<file path="src/rtl/noc_pkg.sv">
// Shared NoC flit definitions: field widths, TX handshake states
// and the Hamming(7,4) encoder used by injector and decoders.
package noc_pkg;

    localparam int DATA_W = 7;
    localparam int ADDR_W = 4;
    localparam int FLIT_W = 11;
    localparam logic [2:0] CORE_ID = 3'b100;

    typedef enum logic [1:0] {
        IDLE,
        REQ,
        REL
    } tx_state_t;

    // Code index i holds Hamming position i+1; parity at 1, 2 and 4.
    function automatic logic [DATA_W-1:0] hamming74_enc(input logic [3:0] m);
        logic [DATA_W-1:0] c;
        c[2] = m[0];
        c[4] = m[1];
        c[5] = m[2];
        c[6] = m[3];
        c[0] = m[0] ^ m[1] ^ m[3];
        c[1] = m[0] ^ m[2] ^ m[3];
        c[3] = m[1] ^ m[2] ^ m[3];
        return c;
    endfunction

endpackage

</file>
<file path="src/rtl/flit_fifo.sv">
// Synchronous circular FIFO with occupancy count;
// pointers wrap naturally because DEPTH is a power of two.
module flit_fifo #(
    parameter int DEPTH = 2,
    parameter int WIDTH = 11,
    localparam int AW = $clog2(DEPTH)
) (
    input  logic             clk,
    input  logic             reset,
    input  logic             push,
    input  logic [WIDTH-1:0] wr_data,
    input  logic             pop,
    output logic [WIDTH-1:0] rd_data,
    output logic             full,
    output logic             empty,
    output logic [AW:0]      count
);

    logic [WIDTH-1:0] mem [DEPTH];
    logic [AW-1:0]    wr_ptr;
    logic [AW-1:0]    rd_ptr;
    logic             do_push;
    logic             do_pop;

    assign full    = (count == (AW+1)'(DEPTH));
    assign empty   = (count == '0);
    assign do_push = push && !full;
    assign do_pop  = pop && !empty;
    assign rd_data = mem[rd_ptr];

    always_ff @(posedge clk) begin
        if (do_push) begin
            mem[wr_ptr] <= wr_data;
        end
    end

    always_ff @(posedge clk or posedge reset) begin
        if (reset) begin
            wr_ptr <= '0;
            rd_ptr <= '0;
            count  <= '0;
        end else begin
            if (do_push) begin
                wr_ptr <= wr_ptr + 1'b1;
            end
            if (do_pop) begin
                rd_ptr <= rd_ptr + 1'b1;
            end
            if (do_push && !do_pop) begin
                count <= count + 1'b1;
            end else if (do_pop && !do_push) begin
                count <= count - 1'b1;
            end
        end
    end

endmodule

</file>
<file path="src/rtl/flit_injector.sv">
// Core-to-router transmitter: Hamming-encodes payloads, queues flits
// and sends them over a 4-phase req/ack channel.
module flit_injector
    import noc_pkg::*;
#(
    parameter int DEPTH        = 2,
    parameter int ENABLE_FAULT = 0,
    parameter int CNT_W        = 16
) (
    input  logic              clk,
    input  logic              reset,
    input  logic              in_valid,
    output logic              in_ready,
    input  logic [3:0]        in_payload,
    input  logic [ADDR_W-1:0] in_dest,
    input  logic              inj_en,
    input  logic [2:0]        inj_pos,
    output logic              out_req,
    output logic [FLIT_W-1:0] out_data,
    input  logic              out_ack,
    output logic              busy,
    output logic [CNT_W-1:0]  sent_count
);

    localparam int AW = $clog2(DEPTH);

    tx_state_t         state;
    tx_state_t         state_nxt;
    logic [DATA_W-1:0] code;
    logic [FLIT_W-1:0] head;
    logic              fifo_full;
    logic              fifo_empty;
    logic [AW:0]       fifo_count;
    logic              push;
    logic              pop;
    logic              ack_s1;
    logic              ack_s;
    logic              done;

    always_comb begin
        code = hamming74_enc(in_payload);
        if (ENABLE_FAULT != 0 && inj_en && inj_pos != 3'd0) begin
            code = code ^ (DATA_W'(1) << (inj_pos - 3'd1));
        end
    end

    assign in_ready = !fifo_full;
    assign push     = in_valid && !fifo_full;
    assign pop      = (state == IDLE) && !fifo_empty;
    assign done     = (state == REL) && !ack_s;
    assign out_req  = (state == REQ);
    assign busy     = (state != IDLE) || (fifo_count != '0);

    flit_fifo #(
        .DEPTH (DEPTH),
        .WIDTH (FLIT_W)
    ) u_fifo (
        .clk     (clk),
        .reset   (reset),
        .push    (push),
        .wr_data ({code, in_dest}),
        .pop     (pop),
        .rd_data (head),
        .full    (fifo_full),
        .empty   (fifo_empty),
        .count   (fifo_count)
    );

    // ack comes from the router's domain; two flops before the FSM sees it
    always_ff @(posedge clk or posedge reset) begin
        if (reset) begin
            ack_s1 <= 1'b0;
            ack_s  <= 1'b0;
        end else begin
            ack_s1 <= out_ack;
            ack_s  <= ack_s1;
        end
    end

    always_ff @(posedge clk or posedge reset) begin
        if (reset) begin
            state <= IDLE;
        end else begin
            state <= state_nxt;
        end
    end

    always_comb begin
        state_nxt = state;
        unique case (state)
            IDLE: if (!fifo_empty) state_nxt = REQ;
            REQ:  if (ack_s) state_nxt = REL;
            REL:  if (!ack_s) state_nxt = IDLE;
            default: state_nxt = IDLE;
        endcase
    end

    always_ff @(posedge clk or posedge reset) begin
        if (reset) begin
            out_data   <= '0;
            sent_count <= '0;
        end else begin
            if (pop) begin
                out_data <= head;
            end
            if (done) begin
                sent_count <= sent_count + CNT_W'(1);
            end
        end
    end

endmodule
</file>
<file path="config.mk">
export PLATFORM = sky130hd
export DESIGN_NAME = flit_injector
export DESIGN_NICKNAME = d
export VERILOG_FILES = /design/src/rtl/noc_pkg.sv /design/src/rtl/flit_fifo.sv /design/src/rtl/flit_injector.sv
export SDC_FILE = /design/constraint.sdc
export NUM_CORES = 1
export LEC_CHECK = 0
export ABC_AREA = 1
export CELL_PAD_IN_SITES_DETAIL_PLACEMENT = 0
export CELL_PAD_IN_SITES_GLOBAL_PLACEMENT = 2
export CORE_UTILIZATION = 33
export DETAILED_ROUTE_END_ITERATION = 8
export PLACE_DENSITY_LB_ADDON = 0.08
export SYNTH_ARGS = -nofsm -noshare
export SYNTH_HDL_FRONTEND = slang
export SYNTH_SLANG_ARGS = --single-unit
</file>
<file path="constraint.sdc">
create_clock -name clk -period 2.2 [get_ports clk]
set_clock_uncertainty 0.1 [all_clocks]
set_input_delay 0.44 -clock clk [delete_from_list [all_inputs] [get_ports clk]]
set_output_delay 0.44 -clock clk [all_outputs]
set_load 0.01 [all_outputs]
</file>
After elaboration in Yosys (flattened, before gate mapping)
Memory sizes are Yosys's and may differ from the RTL's. A register that Yosys moved wholly into a read port is not among the register bits.
Cells that the tools add are included.
{"block": "classes", "addsub": 5, "eq_ne": 6, "muxes": 8, "bitwise_logic": 6, "n_reduce_logical": 19}
{"operator": "16-bit by 1-bit adder with 16-bit output, second input constant", "n": 1}
{"operator": "2-bit two-way mux", "n": 5}
{"operator": "1-bit logical AND", "n": 7}
{"operator": "2-bit case mux with 3 select lines", "n": 1}
{"operator": "2-bit nonzero test", "n": 3}
{"operator": "1-bit bitwise XOR", "n": 6}
{"operator": "1-bit zero test", "n": 5}
{"operator": "2-bit equality test, second input constant", "n": 2}
{"operator": "2-bit zero test", "n": 2}
{"operator": "2-bit != test, second input constant", "n": 2}
{"operator": "3-bit AND reduction", "n": 1}
{"operator": "1-bit adder, second input constant", "n": 2}
{"operator": "2-bit by 1-bit adder with 2-bit output, second input constant", "n": 1}
{"operator": "2-bit by 1-bit equality test with 1-bit output, second input constant", "n": 1}
{"operator": "1-bit two-way mux", "n": 2}
{"operator": "2-bit by 1-bit != test with 1-bit output, second input constant", "n": 1}
{"operator": "2-bit by 1-bit subtractor with 2-bit output, second input constant", "n": 1}
{"operator": "1-bit logical OR", "n": 1}
{"block": "totals", "regBits": 24, "mem_bits_rw": 22, "out_inout_bits": 30, "wordCells": 52, "n_memories": 1}
{"memory": "u_fifo.mem", "words": 2, "width": 11, "read_ports": 1, "rd_ports_with_merged_regs": 1, "write_ports": 1, "line_no": "flit_fifo.sv:19", "source": "logic [WIDTH-1:0] mem [DEPTH];"}

Depth between registers and ports, before layout
Gate-level depths: netlist of the first run.
{"block": "depth", "word_depth": 8, "mapped_depth": 8, "mapped_depth_nobuf": 8}

By module
Synthesis of the first run repeated with hierarchy kept, for this count alone.
{"block": "hier_totals", "hier_cells": 281, "area_unflattened_um2": 2567.5}
{"mod": "flit_injector", "n_inst": 1, "cells_per_inst": 191, "area_per_inst_um2": 1535.2, "seq_area_each_um2": 775.7}
{"mod": "flit_fifo", "n_inst": 1, "cells_per_inst": 90, "area_per_inst_um2": 1032.2, "seq_area_each_um2": 760.7}

Worst setup path after synthesis of the first run
Ideal clock, no wire load.
{"block": "synth_timing", "path_type": "register to register", "start": "register u_fifo.count[0]", "end": "memory u_fifo.mem[1][0] (enable)", "arrival_time_ns": 1.234, "t_required_ns": 1.720, "path_slack_ns": 0.487, "path_stages_with_launch": 5, "n_path_buf": 0, "period_less_slack_ns": 1.713, "cell_sequence": "dfrtp_1 > inv_1 > nand2_1 > nand2_1 > nor2_1"}
{"block": "synth_between", "elab_chain_len": 6}
{"element": "start, declared", "line_no": "flit_fifo.sv:16", "source": "output logic [AW:0] count"}
{"element": "start signal, assigned", "line_no": "flit_fifo.sv:50", "source": "count <= count + 1'b1;"}
{"element": "start signal, assigned", "line_no": "flit_fifo.sv:52", "source": "count <= count - 1'b1;"}
{"element": "2-bit equality test *", "line_no": "flit_fifo.sv:25", "source": "assign full = (count == (AW+1)'(DEPTH));"}
{"element": "1-bit zero test *"}
{"element": "via in_ready", "line_no": "flit_injector.sv:13", "source": "output logic in_ready,"}
{"element": "1-bit logical AND", "line_no": "flit_injector.sv:48", "source": "assign push = in_valid && !fifo_full;"}
{"element": "1-bit logical AND *", "line_no": "flit_fifo.sv:27", "source": "assign do_push = push && !full;"}
{"element": "1-bit two-way mux *", "line_no": "flit_fifo.sv:32", "source": "if (do_push) begin"}
{"element": "1-bit two-way mux (not written as such) *", "line_no": "flit_fifo.sv:33", "source": "mem[wr_ptr] <= wr_data;"}
{"element": "end, declared", "line_no": "flit_fifo.sv:19"}
The timed path passes the listed nets; every way through them passes the cells marked *.

Worst setup path in the final report of the first run
{"block": "layout_timing", "start": "register state[1]", "end": "output port busy"}
{"block": "layout_between", "elab_chain_len": 2}
{"element": "start, declared", "line_no": "flit_injector.sv:27", "source": "tx_state_t state;"}
{"element": "start signal, assigned", "line_no": "flit_injector.sv:84", "source": "state <= state_nxt;"}
{"element": "2-bit nonzero test", "line_no": "flit_injector.sv:52", "source": "assign busy = (state != IDLE) || (fifo_count != '0);"}
{"element": "1-bit logical OR", "line_no": "flit_injector.sv:52"}
{"element": "end, declared", "line_no": "flit_injector.sv:21", "source": "output logic busy,"}
Every way passes these cells.

==> results of run 1 <==
-- state kept, by name (all words and copies together) (netlist names) --
signal,flops
ack_s,1
u_fifo.mem,22
u_fifo.wr_ptr,1
sent_count,16
state,2
out_data,11
u_fifo.count,2
u_fifo.rd_ptr,1
ack_s1,1
-- path summary, 6_finish.rpt --
| check | start | endpoint | slack (ps) | cells after the start |
|---|---|---|---|---|
| setup reg to reg | u_fifo.count[0] | u_fifo.count[1] | 510 | 8 |
| max in group asynchronous | reset | sent_count[5] | 1250 | 3 |
| hold reg to reg | ack_s1 | ack_s | 250 | 0 |
| min in group asynchronous | reset | out_data[4] | 430 | 3 |
| setup / recovery | state[1] | busy | 150 | 3 |
| hold / removal | ack_s1 | ack_s | 250 | 0 |
-- layer usage --
| layer | vias to the layer above | track usage | share of wire |
|---|---|---|---|
| met2 | 30 | 0.218 | 0.51 |
| met5 | - | 0 | 0 |
| li1 | 820 | - | - |
| met3 | 10 | 0.0330 | 0.038 |
| met1 | 760 | 0.162 | 0.43 |
| met4 | 0 | 0.0805 | 0.022 |
-- metrics by stage --
| step | std cells | worst slack (ps) | util | power, W | hold WS [ps] |
|---|---|---|---|---|---|
| floorplan | 220 | 487 | - | 0.00236 | 231 |
| global placement | 357 | 282 | 0.426 | 0.00287 | 236 |
| detailed placement | 357 | 272 | 0.426 | 0.00288 | 241 |
| CTS | 373 | 73.8 | 0.450 | 0.00374 | 256 |
| global route | 373 | 55.4 | 0.451 | 0.00393 | 260 |
| finish | 373 | 150 | 0.451 | 0.00366 | 251 |
-- cells by family after synthesis --
group,after synthesis
and+or+nand+nor,99
xor gates and xnor gates,19
DFF,57
buffers and inverters,25
AOI/OAI and AO/OA,18
adders and majority gates,2
-- cell type report --
type,instances,area [sq um]
fill,691,3830
sequential,57,1540
multi-input combinational,138,798
timing repair buffer,45,440
clock buffer,10,138
tap,96,120
inverter,21,81.3
clock inverter,6,33.8
-- synth_stat cells, types with 3 or more instances --
library cell | n | area (sq um)
nor2_2 | 4 | 25.0
inv_1 | 20 | 75.1
nand3_1 | 4 | 20.0
nand3_2 | 3 | 30.0
xnor2_1 | 12 | 105
a31oi_1 | 9 | 56.3
nor2_1 | 24 | 90.1
xor2_1 | 7 | 61.3
edfxtp_1 | 22 | 661
nand2_1 | 54 | 203
dfrtp_1 | 35 | 876
-- what timing repair did --
action | CTS | global route
setup endpoints to repair | 0 | 1
hold buffers | 0 | 0
gates resized for setup | 0 | 1
-- critical path: stages, from the launching register on --
cell	delay (ps)
dfrtp_1	450
nor2_4	170
nand3_1	80
clkdlybuf4s50_1	480
-- power by group --
part	internal [W]	total, W	switching [W]
Sequential	0.00142	0.00159	0.000176
Clock	0.000428	0.000836	0.000409
Combinational	0.000570	0.00123	0.000662
==> qor.txt, run 1 <==
# Max-Cap Violations = 0
Sum Neg Setup Slack = 0 ps
GRT Total Usage = 0.134
WP data arrival = 1510 ps
Initial Utilization = 0.349
Diodes inserted = 0
Drc violations = 0
Antenna Violating Nets Remaining = 0
Post-synth cell types = 30
Share of layout cells above drive strength 1 = 0.134
Worst slew margin = 0.688
Via density per instance = 4.34
Leak = 1.32 nW
Setup-failing EPs final = 0
H-tree Lvls = 3
FMAX = 0.488 GHz
Crit Path Category = flip-flop to primary output
Hpwl dp = 3170 um
Fin nets = 290
CTS Buffer Depth = 2
Post-Syn Area = 2440 sq um
Most frequent cells in the layout = nand2_1, clkdlybuf4s50_1, dfrtp_1
Synth async-reset ratio = 0.614
Unrepaired setup endpoints after global routing = no
Synth Area in Simple Gates = 0.194
Mapped Cells = 220
Syn_nets = 238
Initial antenna violation count = 0
Die ar. = 7740 sq um
CTS buffer count = 9
Min Tclk post-route = 2050 ps
First-pass GRT wire length = 7460 um
CTS tree = yes
Worst-Skew Late Latency = 330 ps
Clk sinks = 57
Sequential area share after synthesis = 0.630
Drt pass-1 iters = 4
Post-Synth XOR/XNOR Area = 0.0682
Overflow after GRT = 0
Hold crit path type = flip-flop to flip-flop
Avg Cell Area, Syn = 11.1 sq um
Compound-gate portion of the synthesized area = 0.0523
Site Rows = 30
Largest family of logic cells by synthesized area = simple AND/OR/NAND/NOR gates
Pwr Density = 1160 nW/um^2
Synth Flop Type = dfrtp_1
Critical path data required time = 1660 ps
Final hold violations = 0
Commonest non-fill, non-tap cell in the layout = nand2_1
Max VDD drop = 0.000529 V
Number of global-route vias before repair = 1481
Crit start category = flip-flop
Core ar. = 6980 sq um
Post-synthesis mux area share = 0
Pins Over Slew Limit = 0
Area Overhead vs Synth = 29.1%
# port buffers = 41
IO Pins = 46
EDFF count, synth = 22
Final Routed Wirelength = 4550 um
Yosys reg bits = 57
Global placer's final weighted congestion = 0.672
Yosys warning total = 0
Largest net degree at the start of global routing = 36
CP max FO = 4
Vias = 1620
Post-DR wirelength/cell = 12.2 um
Adder-cell area share of the yosys netlist = 0.0103
Root buf cell = clkbuf_8
Die Wd = 88.0 um
Outcome = finished clean
Crit share post-route = 0.932
Finished Cell Area = 3150 sq um
Slew @ Worst Pin = 468 ps
Post-CTS Setup Bufs = 0
Drt first-iter violations = 39
Clock-pin slew on the worst setup and hold paths = 60 ps
CP endpoint kind = primary output
Die Ht = 88.0 um
Placed cell areas = 2970 sq um
Note: power is estimated with default switching activity, not from simulation.
==> run 2: changes to the inputs <==
--- a/config.mk
+++ b/config.mk
@@ -10,7 +10,7 @@
 export CELL_PAD_IN_SITES_GLOBAL_PLACEMENT = 2
 export CORE_UTILIZATION = 33
 export DETAILED_ROUTE_END_ITERATION = 8
-export PLACE_DENSITY_LB_ADDON = 0.08
+export PLACE_DENSITY = 0.85
 export SYNTH_ARGS = -nofsm -noshare
 export SYNTH_HDL_FRONTEND = slang
 export SYNTH_SLANG_ARGS = --single-unit
==> qor.txt, run 2 (same netlist as run 1, synthesis figures left out) <==
Drc violations = 0 (unchanged)
Worst slew margin = 0.696 (+0.00836)
Initial Utilization = 0.349 (unchanged)
Initial antenna violation count = 0 (unchanged)
Final worst slack = 125 ps (-24.0 ps)
Crit share post-route = 0.943 (+0.0109)
Reg2Reg Capture Point = u_fifo.count[1]
Drt first-iter violations = 49 (+26%)
Share of layout cells above drive strength 1 = 0.130 (-0.00314)
Finished Cell Area = 3160 sq um (+0.36%)
WP data arrival = 1530 ps (+20 ps)
Number of global-route vias before repair = 1588 (+7.2%)
Top Metal Used = met4
Core ar. = 6980 sq um (unchanged)
Diodes inserted = 0 (unchanged)
Die Wd = 88.0 um (unchanged)
GRT Total Usage = 0.132 (-0.00278)
Setup-failing EPs final = 0 (unchanged)
Top flop regs = u_fifo.mem x22, sent_count x16, out_data x11
CP max FO = 4 (unchanged)
FMAX = 0.482 GHz (-1.2%)
Final core occ = 0.453 (+0.00161)
Max reg flops = 22 (unchanged)
IO Pins = 46 (unchanged)
Post-DR wirelength/cell = 12.0 um (-1.9%)
Setup WS pre-CTS = 303 ps (+31.4 ps)
Crit Path Category = flip-flop to primary output
Drt pass-1 iters = 4 (unchanged)
Vias = 1632 (+0.74%)
Clock-pin slew on the worst setup and hold paths = 60 ps (about the same)
Final hold violations = 0 (unchanged)
Worst-Skew Late Latency = 340 ps (about the same)
Fin nets = 289 (-0.34%)
Outcome = finished clean
Site Rows = 30 (unchanged)
Pwr Total = 0.00374 W (+2.2%)
Hold Buf Count CTS = 0 (unchanged)
R2r setup slk = 510 ps (about the same)
Critical Path End = busy
H-tree Lvls = 3 (unchanged)
Antenna Violating Nets Remaining = 0 (unchanged)
Hold crit path type = flip-flop to flip-flop
CTS buffer count = 9 (unchanged)
Setup crit start = state[1]
Critical path data required time = 1660 ps (about the same)
Largest net degree at the start of global routing = 36 (unchanged)
Post-Route M1 WL = 1930 um (-2.0%)
Area Overhead vs Synth = 29.6%
Hpwl dp = 3150 um (-0.75%)
CTS tree = yes
Placed cell areas = 2960 sq um (-0.25%)
Commonest non-fill, non-tap cell in the layout = nand2_1
Most frequent cells in the layout = nand2_1, clkdlybuf4s50_1, dfrtp_1
Sum Neg Setup Slack = 0 ps (unchanged)
Filler cells = 682 (-1.3%)
CP endpoint kind = primary output
Routed wl met3 = 188 um (+8.7%)
Overflow after GRT = 0 (unchanged)
Final Routed Wirelength = 4450 um (-2.1%)
Via density per instance = 4.39 (+1.0%)
Worst r2r src = u_fifo.count[0]
Pins Over Slew Limit = 0 (unchanged)
Min Tclk post-route = 2070 ps (+24.0 ps)
Clk sinks = 57 (unchanged)
Slew @ Worst Pin = 456 ps (-12.5 ps)
Pwr Density = 1190 nW/um^2 (+1.9%)
# port buffers = 41 (unchanged)
Hold Path Origin = ack_s1
First-pass GRT wire length = 7370 um (-1.2%)
# Max-Cap Violations = 0 (unchanged)
Die ar. = 7740 sq um (unchanged)
Post-CTS sizing = 0 (unchanged)
Crit start category = flip-flop
Global placer's final weighted congestion = 0.747 (+11%)
Unrepaired setup endpoints after global routing = no
Leak = 1.33 nW (+0.91%)
Root buf cell = clkbuf_8
Largest register by flop count = u_fifo.mem
Max VDD drop = 0.000371 V (-30%)
R2R depth = 8 (unchanged)
Post-CTS Setup Bufs = 0 (unchanged)
Die Ht = 88.0 um (unchanged)
CTS Buffer Depth = 2 (unchanged)
Met2 wire len = 2180 um (-5.2%)
==> run 2: cell types whose count changed in the layout (fill, tap and decap cells not counted) <==
cell        delta
clkinvlp_4     -2
nor2_2         +1
nor2_4         -1
bufinv_16      +1
buf_4          -1
clkinv_4       +1
==> run 2: per-stage QoR <==
step	instances	hold slack [ps]
4_1_cts	372	249
3_3_place_gp	356	232
5_1_grt	372	267
3_5_place_dp	356	235
6_report	372	247
2_1_floorplan	220	231
==> run 2: layer usage <==
| metal | global-route usage | vias up |
|---|---|---|
| met2 | 0.214 | 41 |
| met5 | 0 | - |
| li1 | - | 818 |
| met4 | 0.0849 | 0 |
| met3 | 0.0405 | 13 |
| met1 | 0.151 | 760 |
==> run 2: cell type report <==
type                    count  area (sq um)  area share
flip-flops and latches     57          1540       0.486
well taps                  96           120      0.0380
inverters                  21          81.3      0.0257
multi-input cells         138           793       0.251
clock inverters             6          57.6      0.0182
clock buffers              10           138      0.0436
repair buffers             44           433       0.137
==> run 2: how the worst min path moves through the flow <==
stage                        to  slack [ps]  cells after the start
after floorplan           ack_s         230                      0
after global placement    ack_s         230                      0
after detailed placement  ack_s         230                      0
after CTS                 ack_s         250                      0
after global routing      ack_s         270                      0
final                     ack_s         250                      0
==> run 2: worst max-delay path: stages (launching register included) <==
cell and delay, ps:
dfrtp_1 430, nor2_2 200, nand3_1 90, clkdlybuf4s50_1 480
==> run 2: power by group <==
| part | leakage [nW] | switching [W] | internal, W |
|---|---|---|---|
| registers | 0.641 | 0.000200 | 0.00142 |
| clock network | 0.103 | 0.000409 | 0.000545 |
| logic | 0.589 | 0.000617 | 0.000555 |
| total | 1.33 | 0.00123 | 0.00252 |
==> run 3: changes to the inputs <==
--- a/config.mk
+++ b/config.mk
@@ -8,9 +8,10 @@
 export ABC_AREA = 1
 export CELL_PAD_IN_SITES_DETAIL_PLACEMENT = 0
 export CELL_PAD_IN_SITES_GLOBAL_PLACEMENT = 2
-export CORE_UTILIZATION = 33
+export CORE_UTILIZATION = 32
 export DETAILED_ROUTE_END_ITERATION = 8
-export PLACE_DENSITY = 0.85
+export PLACE_DENSITY = 0.87
 export SYNTH_ARGS = -nofsm -noshare
 export SYNTH_HDL_FRONTEND = slang
+export SYNTH_HIERARCHICAL = 1
 export SYNTH_SLANG_ARGS = --single-unit
==> qor.txt, run 3 <==
Sum Neg Setup Slack = 0 ps (unchanged)
Max incr delay on CP = 470 ps (about the same)
Vias = 1846 (+13%)
Slew @ Worst Pin = 402 ps (-53.6 ps)
Top Metal Used = met4
Unrepaired setup endpoints after global routing = no
Top cell type's share of synthesized area = 0.341 (-0.0180)
# port buffers = 41 (unchanged)
Reg2Reg Capture Point = u_fifo/count[1]
CP endpoint kind = primary output
Root buf cell = clkbuf_8
Mapped Cells = 281 (+28%)
Largest net degree at the start of global routing = 32 (-11%)
Pins Over Slew Limit = 0 (unchanged)
Post-DR wirelength/cell = 10.8 um (-9.8%)
Drt first-iter violations = 62 (+27%)
Pwr Density = 1190 nW/um^2 (+0.23%)
Avg Cell Area, Syn = 9.14 sq um (-18%)
IO Pins = 46 (unchanged)
# Max-Cap Violations = 0 (unchanged)
Most frequent cells in the layout = nand2_1, clkdlybuf4s50_1, dfrtp_1
Post-Syn Area = 2570 sq um (+5.3%)
Routed wl met3 = 198 um (+5.3%)
R2r setup slk = 320 ps (-190 ps)
H-tree Lvls = 3 (unchanged)
GRT Total Usage = 0.132 (about the same)
Max reg flops = 22 (unchanged)
Clock-pin slew on the worst setup and hold paths = 60 ps (about the same)
Global placer's final weighted congestion = 0.696 (-6.9%)
Largest register by flop count = u_fifo/mem
Share of layout cells above drive strength 1 = 0.0828 (-0.0476)
Delay-heaviest family, CP = buffers and inverters
Synth cell count leaders = nand2_1, dfrtp_1, inv_1, edfxtp_1, nor2_1
Hold crit path type = primary input to asynchronous set/reset pin
Site Rows = 32 (+6.7%)
CP max FO = 8 (+4)
Final Routed Wirelength = 4750 um (+6.7%)
Synth Flop Type = dfrtp_1
Final worst slack = 134 ps (+8.22 ps)
Core ar. = 7730 sq um (+11%)
Critical path data required time = 1660 ps (about the same)
First-pass GRT wire length = 8320 um (+13%)
Count leader, synth = nand2_1
Setup-failing EPs final = 0 (unchanged)
Clk sinks = 57 (unchanged)
Diodes inserted = 0 (unchanged)
Synth area leaders = dfrtp_1, edfxtp_1, nand2_1, inv_1, nor2_1
WP data arrival = 1530 ps (about the same)
Setup WS pre-CTS = 239 ps (-64.6 ps)
CTS tree = yes
Pwr Total = 0.00396 W (+5.8%)
Die Ht = 91.6 um (+4.1%)
Worst r2r src = u_fifo/count[0]
EDFF count, synth = 22 (unchanged)
Sequential area share after synthesis = 0.598 (-0.0316)
Post-CTS Setup Bufs = 0 (unchanged)
Worst path bufs/invs = 2 (+1)
Drt pass-1 iters = 4 (unchanged)
Area Overhead vs Synth = 29.8%
Worst-Skew Late Latency = 330 ps (about the same)
R2R depth = 9 (+1)
CTS buffer count = 9 (unchanged)
Post-CTS sizing = 0 (unchanged)
Slowest cell on the critical path = dfrtp_1
Final hold violations = 0 (unchanged)
Yosys top cell by area = dfrtp_1
Yosys warning total = 6 (+6)
Synth async-reset ratio = 0.614 (unchanged)
Finished Layout Cells = 440 (+18%)
Outcome = finished clean
CP Cell Sequence = nor2_2 -> inv_1 -> clkdlybuf4s50_1
DP Cell Count = 424 (+19%)
Crit share post-route = 0.939 (-0.00374)
Initial Utilization = 0.332 (-0.0170)
Crit Path Category = flip-flop to primary output
Leak = 1.54 nW (+16%)
Drc violations = 0 (unchanged)
Filler cells = 753 (+10%)
Hpwl dp = 3400 um (+7.9%)
Antenna Violating Nets Remaining = 0 (unchanged)
Top flop regs = u_fifo/mem x22, sent_count x16, out_data x11
Syn_nets = 299 (+26%)
Fin nets = 351 (+21%)
Min Tclk post-route = 2070 ps (-8.22 ps)
Post-Route M1 WL = 2190 um (+13%)
CTS Buffer Depth = 2 (unchanged)
Number of global-route vias before repair = 1786 (+12%)
Via density per instance = 4.20 (-4.4%)
Worst slew margin = 0.732 (+0.0358)
Overflow after GRT = 0 (unchanged)
Post-synth cell types = 24 (-20%)
Crit start category = flip-flop
Max VDD drop = 0.000565 V (+52%)
Yosys reg bits = 57 (unchanged)
Initial antenna violation count = 0 (unchanged)
Die ar. = 8390 sq um (+8.4%)
Die Wd = 91.6 um (+4.1%)
Commonest non-fill, non-tap cell in the layout = nand2_1
Hold Buf Count CTS = 0 (unchanged)
FMAX = 0.484 GHz (+0.40%)
Met2 wire len = 2300 um (+5.3%)
## run 3: cells by family after synthesis
group / count (synthesis) / synth area share
simple gates: 166 / 0.278
fa+ha+maj: 2 / 0.00975
buf+inv: 38 / 0.0604
flops: 57 / 0.598
xor+xnor: 12 / 0.0409
compound gates: 6 / 0.0127
## run 3: final cells by class
| cell class | instances | area, sq um | share of cell area |
|---|---|---|---|
| flip-flops and latches | 57 | 1540 | 0.461 |
| clock buffers | 11 | 131 | 0.0394 |
| repair buffers | 45 | 453 | 0.136 |
| inverters | 34 | 129 | 0.0387 |
| multi-input cells | 186 | 876 | 0.263 |
| clock inverters | 5 | 80.1 | 0.0240 |
| well taps | 102 | 128 | 0.0383 |
## run 3: worst max-delay path by stage
stage / from / end / depth (start not counted)
after detailed placement: in_valid / u_fifo/count[1] / 10
after CTS: u_fifo/count[1] / in_ready / 4
after floorplan: state[1] / u_fifo/count[1] / 11
final: u_fifo/count[0] / in_ready / 3
after global placement: in_valid / u_fifo/count[1] / 10
after global routing: u_fifo/count[1] / in_ready / 4
## run 3: power by group
part | total, W | internal (W) | switching (W) | leakage [nW]
Sequential | 0.00164 | 0.00142 | 0.000226 | 0.656
Clock | 0.00104 | 0.000636 | 0.000402 | 0.0995
Combinational | 0.00128 | 0.000600 | 0.000680 | 0.787
Total | 0.00396 | 0.00265 | 0.00131 | 1.54
## run 3: worst register-to-register path, delay by kind of cell (launching register included)
kind,cells,cell delay [ps]
AOI/OAI and AO/OA,1,110
DFF,1,500
and+or+nand+nor,5,570
buffers and inverters,2,150
adders and majority gates,1,320
## run 3: layer usage
metal,up-vias,track usage
li1,984,-
met2,29,0.216
met4,0,0.0476
met3,7,0.0536
met1,826,0.155
met5,-,0
## run 3: metrics by stage
| step | instance area (sq um) | hold WS [ps] | util |
|---|---|---|---|
| floorplan | 2570 | 106 | - |
| global placement | 3120 | 237 | 0.404 |
| detailed placement | 3120 | 238 | 0.404 |
| CTS | 3330 | 215 | 0.431 |
| global route | 3330 | 228 | 0.431 |
| finish | 3330 | 232 | 0.431 |
==> RTL edit, RTL diff (flow settings as in run 1) <==
Re-encode `tx_state_t` (3 states) as one-hot, 3 bits wide.
--- a/src/rtl/noc_pkg.sv
+++ b/src/rtl/noc_pkg.sv
@@ -9,6 +9,6 @@
 
-    typedef enum logic [1:0] {
-        IDLE,
-        REQ,
-        REL
+    typedef enum logic [2:0] {
+        IDLE = 3'b001,
+        REQ  = 3'b010,
+        REL  = 3'b100
     } tx_state_t;
Behaviour: no difference found for any inputs over 10 cycles, from zero or initial values and one cycle with reset high; not proved beyond that.
==> RTL edit against run 1 <==
  * Wire length decreased by 3.3%
  * Count of clock-buffer cells in the layout decreased by 1
  * Critical path type unchanged
  * Worst setup slack got worse by 0.0086 ns
  * Sequential cell count increased by 1
  * Power increased by 9.4%
  * First-iteration DRC count increased by 90%
  * Via count increased by 3.5%
  * Area after synthesis increased by 2.8%
  * Largest power group unchanged
  * Worst hold slack got worse by 0.0019 ns
  * Critical path depth increased by 1
  * Clock power increased by 30%
  * Highest routed layer unchanged
  * Global-route usage decreased by 0.61 points
  * Design area increased by 3.7%
==> RTL edit: results <==
[run_status]
outcome = complete, no violations

[synthesis]
synth.distinct_cells = 23
yosysSeqAreaShare_pct = 62.4
synth_edf_count = 22
ys_top_cells_by_area = sky130_fd_sc_hd__dfrtp_1, sky130_fd_sc_hd__edfxtp_1, sky130_fd_sc_hd__nand2_1
postSynthNetCount = 256
yosysWarnings = 0
syn-instance-count = 238
synth_async_sr_flop_share_pct = 62.1
synth_top_cells_by_count = sky130_fd_sc_hd__nand2_1, sky130_fd_sc_hd__dfrtp_1, sky130_fd_sc_hd__inv_1, sky130_fd_sc_hd__edfxtp_1, sky130_fd_sc_hd__o21ai_0
synthFlopType = sky130_fd_sc_hd__dfrtp_1

[layout]
final_common_cell = sky130_fd_sc_hd__nand2_1
fill_cells = 734
share_of_final_layout_standard_cells_stronger_than_drive_strength_1_pct = 14.2
finalNonFillerCells = 394
fin_nets = 308
largestRegisters = u_fifo.mem (22), sent_count (16), out_data (11)
diodes = 0

[global_routing]
grt_util_overall_pct = 12.8
number_of_antenna_violations_at_the_first_check_in_global_routing = 0
pin_count_of_the_biggest_net_entering_global_routing = 37
grt_pass1_vias = 1589
first_pass_grt_wire_length_um = 7450

[sta]
holdWs_ns = 0.249
timing_worst_slew_pin_value_ns = 0.653
fmax_ghz = 0.486

[worst_setup_path]
terminus_of_the_critical_flop_to_flop_path = u_fifo.count[1]
critPathMaxStageDelay_ns = 0.55
r2r_slack_ns = 0.35
timing.reg2reg.worst_path_depth = 9
crit-reg2reg-launch = state[0]
crit_type = flip-flop to primary output
crit_arrival_ns = 1.52
capture_point_of_the_critical_path = out_req
critical_path_peak_fanout = 3
timing.critical_path.max_delay_family = buffers and inverters

[drt]
detail_route.vias_per_cell = 4.25
met2_wl_post_dr_um = 2060
antenna_left = 0
detail_route.first_pass.iterations = 4
met1Wirelength_um = 2100
route.met3.wl_um = 180
drt_first_iter_violations = 74
totalWireLength_um = 4400

[clock_network]
worst_setup_hold_path_clk_slew_ns = 0.07
clk_path_buf_depth = 2
insertion_delay_ns = 0.33
total_cts_buffers = 9

[power_and_ir_drop]
ir_drop_v = 0.000627
leakage_nw = 1.42

[place]
detailedPlacementHpwl_um = 3020
detailedPlace.worstSlack_ns = 0.298
number_of_i_o_port_buffers = 41
place.detailed.instances = 378
place.gp.congestion = 0.712

[worst_hold_path]
worst_hold_path_type = flip-flop to flip-flop
## RTL edit: per-stage QoR
stage          util, %  instance area, µm²
2_1_floorplan        -                2510
3_3_place_gp      41.7                3040
3_5_place_dp      41.7                3040
4_1_cts           44.7                3260
5_1_grt           44.8                3270
6_report          44.8                3270
## RTL edit: cell type report
| type | instances | area share, % |
|---|---|---|
| Clock buffer | 9 | 3.79 |
| Clock inverter | 7 | 3.07 |
| Inverter | 35 | 4.02 |
| Multi-Input combinational cell | 141 | 24.0 |
| Sequential cell | 58 | 47.9 |
| Tap cell | 99 | 3.79 |
| Timing Repair Buffer | 45 | 13.4 |
## RTL edit: metal layers
metal / up-vias / track usage, %
met5: - / 0
met4: 0 / 7.36
met3: 7 / 3.42
met2: 31 / 19.9
met1: 770 / 16.2
li1: 868 / -
## RTL edit: report_power, final
group / leakage, nW / internal (W) / switching (W)
registers: 0.666 / 0.00145 / 0.000213
logic: 0.654 / 0.000592 / 0.000660
clock network: 0.102 / 0.000645 / 0.000449
total: 1.42 / 0.00268 / 0.00132
## RTL edit: worst min-delay path by stage
| stage | to | depth (start not counted) |
|---|---|---|
| final | ack_s | 0 |
| after detailed placement | ack_s | 0 |
| after global placement | ack_s | 0 |
| after floorplan | ack_s | 0 |
| after CTS | ack_s | 0 |
| after global routing | ack_s | 0 |
## RTL edit: kinds of logic after synthesis
logic type	count (synthesis)	synth area share, %
AO/OA/AOI/OAI	26	6.84
XOR/XNOR	16	5.59
adder cells (fa/ha/maj)	2	0.998
buffers and inverters	39	6.44
flip-flops	58	62.4
AND/OR/NAND/NOR	97	17.8
## RTL edit: what timing repair did
| item | 4_1_cts | 5_1_grt |
|---|---|---|
| buffers inserted | 0 | 0 |
| setup endpoints to repair | 1 | 1 |
| gates resized for setup | 1 | 1 |
| hold buffers | 0 | 0 |
